File: src/rtl/tx_core_gen.sv
// -----------------------------------------------------------------------------
// tx_core_gen -- UART transmitter with a transmit FIFO and runtime frame format
//
// Characters pushed with datStb are queued in a small FIFO and sent LSB first
// on tx. The frame format (5..8 data bits, optional even/odd parity, one or two
// stop bits) is taken from the config inputs at the moment a character leaves
// the FIFO, so config changes never disturb a frame already on the line.
// Bit timing comes from brTickOs; every frame bit lasts OVERSAMPLE ticks.
//
// Ports
//   clk        system clock, all flops rise on it
//   arst       asynchronous reset, active low (released synchronously)
//   brTickOs   one-clk pulse at OVERSAMPLE x baud rate
//   datStb     one-clk push strobe for dat
//   dat        character to send, LSB first
//   dataBits   character length: 0->5, 1->6, 2->7, 3->8 bits
//   parityEn   insert a parity bit after the data bits
//   parityEven 1 = even parity, 0 = odd parity
//   stopTwo    1 = two stop bits, 0 = one stop bit
//   tx         serial line, idles high, driven from a flop
//   full       FIFO holds FIFO_DEPTH entries
//   empty      FIFO holds no entries
//   level      FIFO occupancy
//   busy       a frame is in progress
//   ovf        one-clk pulse when a push had to be dropped
// -----------------------------------------------------------------------------
module tx_core_gen #(
   parameter int OVERSAMPLE = 8,
   parameter int FIFO_DEPTH = 4
) (
   input  logic                          clk,
   input  logic                          arst,
   input  logic                          brTickOs,
   input  logic                          datStb,
   input  logic [7:0]                    dat,
   input  logic [1:0]                    dataBits,
   input  logic                          parityEn,
   input  logic                          parityEven,
   input  logic                          stopTwo,
   output logic                          tx,
   output logic                          full,
   output logic                          empty,
   output logic [$clog2(FIFO_DEPTH):0]   level,
   output logic                          busy,
   output logic                          ovf
);

   localparam int AW = $clog2(FIFO_DEPTH);
   localparam int LW = AW + 1;
   localparam int TW = $clog2(OVERSAMPLE);

   localparam logic [LW-1:0] DEPTH_L  = LW'(FIFO_DEPTH);
   localparam logic [TW-1:0] TICK_MAX = TW'(OVERSAMPLE - 1);

   typedef enum logic [2:0] {
      ST_IDLE   = 3'd0,
      ST_START  = 3'd1,
      ST_DATA   = 3'd2,
      ST_PARITY = 3'd3,
      ST_STOP1  = 3'd4,
      ST_STOP2  = 3'd5
   } state_t;

   // Parity over the low (bits+5) data bits only; bits above the character
   // length are masked off before the reduction.
   function automatic logic parity_bit(input logic [7:0] data,
                                       input logic [1:0] bits,
                                       input logic       even);
      logic [7:0] mask;
      logic       odd_ones;
      mask     = 8'hFF >> (2'd3 - bits);
      odd_ones = ^(data & mask);
      return even ? odd_ones : ~odd_ones;
   endfunction

   // ---------------------------------------------------------------- FIFO
   logic [7:0]    mem_q [FIFO_DEPTH];
   logic [AW-1:0] wr_ptr_q, wr_ptr_d;
   logic [AW-1:0] rd_ptr_q, rd_ptr_d;
   logic [LW-1:0] level_q, level_d;
   logic          full_q, full_d;
   logic          empty_q, empty_d;
   logic          ovf_q, ovf_d;
   logic          pop_s;
   logic          push_s;
   logic [7:0]    head_s;

   // ---------------------------------------------------------------- FSM
   state_t        state_q, state_d;
   logic [TW-1:0] tick_q, tick_d;
   logic [2:0]    bit_q, bit_d;
   logic [7:0]    shift_q, shift_d;
   logic          par_q, par_d;
   logic [1:0]    cfg_bits_q, cfg_bits_d;
   logic          cfg_par_en_q, cfg_par_en_d;
   logic          cfg_stop_two_q, cfg_stop_two_d;
   logic          tx_q, tx_d;
   logic          busy_q, busy_d;
   logic          advance_s;

   // A pop happens in any IDLE cycle with data queued; when full, a push in the
   // same cycle is still accepted because the popped slot frees up at the edge.
   assign pop_s     = (state_q == ST_IDLE) && !empty_q;
   assign push_s    = datStb && (!full_q || pop_s);
   assign head_s    = mem_q[rd_ptr_q];
   assign advance_s = brTickOs && (tick_q == TICK_MAX);

   // FIFO pointer, occupancy and overflow next-state
   always_comb begin
      wr_ptr_d = wr_ptr_q;
      rd_ptr_d = rd_ptr_q;
      level_d  = level_q;
      if (push_s) begin
         wr_ptr_d = wr_ptr_q + AW'(1);
      end else begin
         wr_ptr_d = wr_ptr_q;
      end
      if (pop_s) begin
         rd_ptr_d = rd_ptr_q + AW'(1);
      end else begin
         rd_ptr_d = rd_ptr_q;
      end
      case ({push_s, pop_s})
         2'b10:   level_d = level_q + LW'(1);
         2'b01:   level_d = level_q - LW'(1);
         default: level_d = level_q;
      endcase
      full_d  = (level_d == DEPTH_L);
      empty_d = (level_d == LW'(0));
      ovf_d   = datStb && full_q && !pop_s;
   end

   // FIFO storage; contents need no reset since the pointers define validity
   always_ff @(posedge clk) begin
      if (push_s) begin
         mem_q[wr_ptr_q] <= dat;
      end
   end

   // FIFO control registers
   always_ff @(posedge clk or negedge arst) begin
      if (!arst) begin
         wr_ptr_q <= AW'(0);
         rd_ptr_q <= AW'(0);
         level_q  <= LW'(0);
         full_q   <= 1'b0;
         empty_q  <= 1'b1;
         ovf_q    <= 1'b0;
      end else begin
         wr_ptr_q <= wr_ptr_d;
         rd_ptr_q <= rd_ptr_d;
         level_q  <= level_d;
         full_q   <= full_d;
         empty_q  <= empty_d;
         ovf_q    <= ovf_d;
      end
   end

   // Frame sequencer next-state: state, tick/bit counters, shift register and
   // the config captured at pop time
   always_comb begin
      state_d        = state_q;
      bit_d          = bit_q;
      shift_d        = shift_q;
      par_d          = par_q;
      cfg_bits_d     = cfg_bits_q;
      cfg_par_en_d   = cfg_par_en_q;
      cfg_stop_two_d = cfg_stop_two_q;

      // Tick counter is held at zero in IDLE so the start bit measures a full
      // OVERSAMPLE ticks from the pop.
      if (state_q == ST_IDLE) begin
         tick_d = TW'(0);
      end else if (brTickOs) begin
         tick_d = advance_s ? TW'(0) : tick_q + TW'(1);
      end else begin
         tick_d = tick_q;
      end

      case (state_q)
         ST_IDLE: begin
            if (pop_s) begin
               state_d        = ST_START;
               shift_d        = head_s;
               bit_d          = 3'd0;
               par_d          = parity_bit(head_s, dataBits, parityEven);
               cfg_bits_d     = dataBits;
               cfg_par_en_d   = parityEn;
               cfg_stop_two_d = stopTwo;
            end else begin
               state_d = ST_IDLE;
            end
         end
         ST_START: begin
            if (advance_s) begin
               state_d = ST_DATA;
               bit_d   = 3'd0;
            end else begin
               state_d = ST_START;
            end
         end
         ST_DATA: begin
            if (advance_s) begin
               // Last data bit index is (dataBits + 4)
               if (bit_q == ({1'b0, cfg_bits_q} + 3'd4)) begin
                  state_d = cfg_par_en_q ? ST_PARITY : ST_STOP1;
               end else begin
                  bit_d   = bit_q + 3'd1;
                  shift_d = shift_q >> 1;
               end
            end else begin
               state_d = ST_DATA;
            end
         end
         ST_PARITY: begin
            if (advance_s) begin
               state_d = ST_STOP1;
            end else begin
               state_d = ST_PARITY;
            end
         end
         ST_STOP1: begin
            if (advance_s) begin
               state_d = cfg_stop_two_q ? ST_STOP2 : ST_IDLE;
            end else begin
               state_d = ST_STOP1;
            end
         end
         ST_STOP2: begin
            if (advance_s) begin
               state_d = ST_IDLE;
            end else begin
               state_d = ST_STOP2;
            end
         end
         default: begin
            state_d = ST_IDLE;
         end
      endcase

      // Line level is decoded from the next state so tx is a plain flop
      case (state_d)
         ST_IDLE:   tx_d = 1'b1;
         ST_START:  tx_d = 1'b0;
         ST_DATA:   tx_d = shift_d[0];
         ST_PARITY: tx_d = par_d;
         ST_STOP1:  tx_d = 1'b1;
         ST_STOP2:  tx_d = 1'b1;
         default:   tx_d = 1'b1;
      endcase

      busy_d = (state_d != ST_IDLE);
   end

   // Frame sequencer registers; tx returns high asynchronously on reset
   always_ff @(posedge clk or negedge arst) begin
      if (!arst) begin
         state_q        <= ST_IDLE;
         tick_q         <= TW'(0);
         bit_q          <= 3'd0;
         shift_q        <= 8'd0;
         par_q          <= 1'b0;
         cfg_bits_q     <= 2'd3;
         cfg_par_en_q   <= 1'b0;
         cfg_stop_two_q <= 1'b0;
         tx_q           <= 1'b1;
         busy_q         <= 1'b0;
      end else begin
         state_q        <= state_d;
         tick_q         <= tick_d;
         bit_q          <= bit_d;
         shift_q        <= shift_d;
         par_q          <= par_d;
         cfg_bits_q     <= cfg_bits_d;
         cfg_par_en_q   <= cfg_par_en_d;
         cfg_stop_two_q <= cfg_stop_two_d;
         tx_q           <= tx_d;
         busy_q         <= busy_d;
      end
   end

   assign tx    = tx_q;
   assign full  = full_q;
   assign empty = empty_q;
   assign level = level_q;
   assign busy  = busy_q;
   assign ovf   = ovf_q;

endmodule

File: config.mk
export PLATFORM = sky130hd
export DESIGN_NAME = tx_core_gen
export DESIGN_NICKNAME = d
export VERILOG_FILES = /design/src/rtl/tx_core_gen.sv
export SDC_FILE = /design/constraint.sdc
export NUM_CORES = 1
export LEC_CHECK = 0
export ABC_AREA = 1
export CORE_MARGIN = 2
export CORE_UTILIZATION = 62
export DETAILED_ROUTE_END_ITERATION = 16
export PLACE_DENSITY = 0.81
export SYNTH_ARGS = -nofsm -noshare
export SYNTH_HDL_FRONTEND = slang
export SYNTH_SLANG_ARGS = --single-unit
export TNS_END_PERCENT = 10
File: constraint.sdc
create_clock -name clk -period 3.7 [get_ports clk]
set_input_delay 0.74 -clock clk [delete_from_list [all_inputs] [get_ports clk]]
set_output_delay 0.74 -clock clk [all_outputs]
set_load 0.05 [all_outputs]
==> flow_summary.ini <==
[run_status]
status = completed

[global_route]
grt_max_degree = 35
grt_first_pass_wirelength_um = 10700
grt_pass1_vias = 2388
antenna_found_initial = 0
gr-total-overflow = 0
grtUsageTotal = 0.234

[clock_network]
cts_tree = done
ctsRootBufferMaster = clkbuf_8
htreeDepth = 3
cts_hold_buf = 0
path_clk_slew_ns = 0.07
postCtsSetupRepairBufs = 0
clock_latency_ns = 0.32
clock_path_buffers = 2
cts_sinks = 66
cts_resized = 0
numCtsBuffers = 9

[cells_and_area]
drive_gt1_frac = 0.0752
final_cells = 469
antenna_cells = 0
num-fill-cells = 409
nets = 420
area_growth_pct = 14.4
final_area_sq_mm = 0.00371
fin_util = 0.731

[setup_path]
worstReg2RegStart = state_q[1]$_DFF_PN0_
worstSetupStartpointType = flop
rr_endpoint = full$_DFF_PN0_
cp-end-kind = flop
critPathCapture = full$_DFF_PN0_
path_max_fanout = 17
critPathKind = reg -> reg
cp_data_arrival_time_ns = 3.01
reg2reg_depth = 12
critPathLaunch = state_q[1]$_DFF_PN0_
ff2ff_setup_slack_ns = 0.91
crit_required_ns = 3.92

[detailed_routing]
ant_nets = 0
dr.first_iter.drc_count = 121
avgViaCountPerCell = 5.13
drt_pass1_iterations = 4
wl_um = 6100
vias = 2406
wl_per_cell_um = 13.0
drc = 0

[yosys]
ys_seq_area_frac = 0.561
syn_inst = 364
yosysMostFrequentCell = nand2_1
yosysTopAreaCell = edfxtp_1
yosys_warnings = 0
synth_edf_count = 32
ys_seq_elements = 66
ys_types = 35
synth.cell_area_sq_mm = 0.00324
syn-num-nets = 390
syn_area_per_cell_sq_um = 8.90
async_flop_share = 0.515
synth_area_leaders = edfxtp_1 30%, dfrtp_1 23%, nand2_1 14%
synth_ff_type = edfxtp_1
synth_top_cell_area_share = 0.297
yosys-top-cells-count = 125 x nand2_1, 43 x inv_1, 37 x nand3_1

[timing]
skew_ns = 0.00710
rsz0062_at_grt = false
tns_ns = 0
period_needed_ns = 2.79
hold_violations = 0
worst_slew_pin_slew_ns = 0.875
fmax_ghz = 0.359
setup-violations-final = 0
slew_headroom = 0.415
min_period_over_period = 0.754
slew_violations = 0
setup_ws_ns = 0.912

[place]
finalWeightedCongestion = 0.928
dpl_cell_area_sq_mm = 0.00354
preCtsSetupSlack_ns = 0.884
hpwl_um = 4460
dp.cells = 453
portBuffers = 24

[power]
ir_drop_uv = 408
p_leak_nw = 1.72
p_per_area_mw_per_mm2 = 817

[die]
die_width_um = 76.3
die_h_um = 76.3
coreArea_sq_mm = 0.00507
start_util = 0.639
boundaryPins = 25
dieArea_sq_mm = 0.00582
rows = 26

[worst_hold_path]
holdCritPathClass = reg -> reg

[run]
cap_violations = 0
## critical path, cell delays in order (launching register included)
cell	delay, ns
dfrtp_1	0.43
nor2_2	0.20
nand2_2	0.15
nor2_4	0.36
inv_2	0.16
nand2_1	0.09
nand2_1	0.17
ha_1	0.24
inv_1	0.09
fa_1	0.41
o21ai_0	0.19
or2_2	0.15
nor2_1	0.04
## through the flow
stage / power [mW] / hold slack [ns]
3_5_place_dp: 2.53 / 0.469
3_3_place_gp: 2.49 / 0.469
6_report: 3.03 / 0.487
4_1_cts: 3.05 / 0.484
5_1_grt: 3.29 / 0.502
2_1_floorplan: 2.19 / 0.444
## final cells by class
type | count | area, sq um | area share
flip-flops and latches | 66 | 1820 | 0.490
inverters | 47 | 176 | 0.0476
clock buffers | 16 | 170 | 0.0459
well taps | 70 | 87.6 | 0.0236
repair buffers | 25 | 248 | 0.0668
multi-input cells | 245 | 1210 | 0.326
## how the worst min path moves through the flow
| stage | start | end | slack [ns] | cells after the start |
|---|---|---|---|---|
| floorplan | arst | bit_q[0]$_DFFE_PN0P_ | 0.44 | 0 |
| global placement | shift_q[6]$_DFFE_PN0P_ | shift_q[6]$_DFFE_PN0P_ | 0.47 | 2 |
| detailed placement | shift_q[6]$_DFFE_PN0P_ | shift_q[6]$_DFFE_PN0P_ | 0.47 | 2 |
| CTS | shift_q[6]$_DFFE_PN0P_ | shift_q[6]$_DFFE_PN0P_ | 0.48 | 2 |
| global route | shift_q[6]$_DFFE_PN0P_ | shift_q[6]$_DFFE_PN0P_ | 0.50 | 2 |
| finish | cfg_bits_q[0]$_DFFE_PN1P_ | cfg_bits_q[0]$_DFFE_PN1P_ | 0.49 | 2 |
## power breakdown
part,internal (mW),switching (mW)
logic,0.455,0.876
registers,1.01,0.166
clock network,0.282,0.238
## metal layers
layer / share of wire / vias up / global-route usage
met5: 0 / - / 0
met4: 0.014 / 0 / 0.105
met3: 0.025 / 7 / 0.0391
met2: 0.52 / 37 / 0.400
met1: 0.44 / 1124 / 0.294
li1: - / 1238 / -
## sequential cells by signal (all words and copies together), names as in the netlist
| name | flops |
|---|---|
| mem_q | 32 |
| cfg_bits_q | 2 |
| par_q | 1 |
| state_q | 3 |
| busy | 1 |
| rd_ptr_q | 2 |
| tx | 1 |
| empty | 1 |
| shift_q | 8 |
| full | 1 |
| tick_q | 3 |
| ovf | 1 |
| wr_ptr_q | 2 |
| cfg_stop_two_q | 1 |
| cfg_par_en_q | 1 |
| bit_q | 3 |
| level | 3 |
## logic make-up (layout without fill, tap and decap cells)
| kind of cell | Yosys count | count (layout) | synth area share |
|---|---|---|---|
| buffers and inverters | 53 | 88 | 0.0664 |
| xor gates and xnor gates | 7 | 7 | 0.0189 |
| and+or+nand+nor | 197 | 197 | 0.259 |
| DFF | 66 | 66 | 0.561 |
| AOI/OAI and AO/OA | 32 | 32 | 0.0579 |
| adders and majority gates | 9 | 9 | 0.0371 |
## layout by cell type (no fill, tap or decap)
| cell type | count |
|---|---|
| nand2_1 | 125 |
| inv_1 | 43 |
| nand3_1 | 37 |
| edfxtp_1 | 32 |
| dfrtp_1 | 30 |
| clkdlybuf4s50_1 | 24 |
| nor2_1 | 18 |
| o21ai_0 | 11 |
| clkbuf_8 | 11 |
| a21oi_1 | 8 |
| ha_1 | 8 |
| clkbuf_1 | 5 |
| inv_2 | 4 |
| or2_2 | 4 |
| xor2_1 | 4 |
| o211ai_1 | 4 |
| dfstp_2 | 4 |
| xnor2_1 | 3 |
| nor3_1 | 3 |
| nand4_1 | 2 |
| nand2_2 | 2 |
| nor2_4 | 2 |
| a31oi_1 | 2 |
| nand3_2 | 1 |
| o31ai_1 | 1 |
| o21a_1 | 1 |
| nor2_2 | 1 |
| o21ai_1 | 1 |
| nand3b_1 | 1 |
| o22ai_1 | 1 |
| a21boi_1 | 1 |
| o21bai_1 | 1 |
| a22o_1 | 1 |
| and3_1 | 1 |
| fa_1 | 1 |
| buf_4 | 1 |
Note: power is estimated with default switching activity, not from simulation.
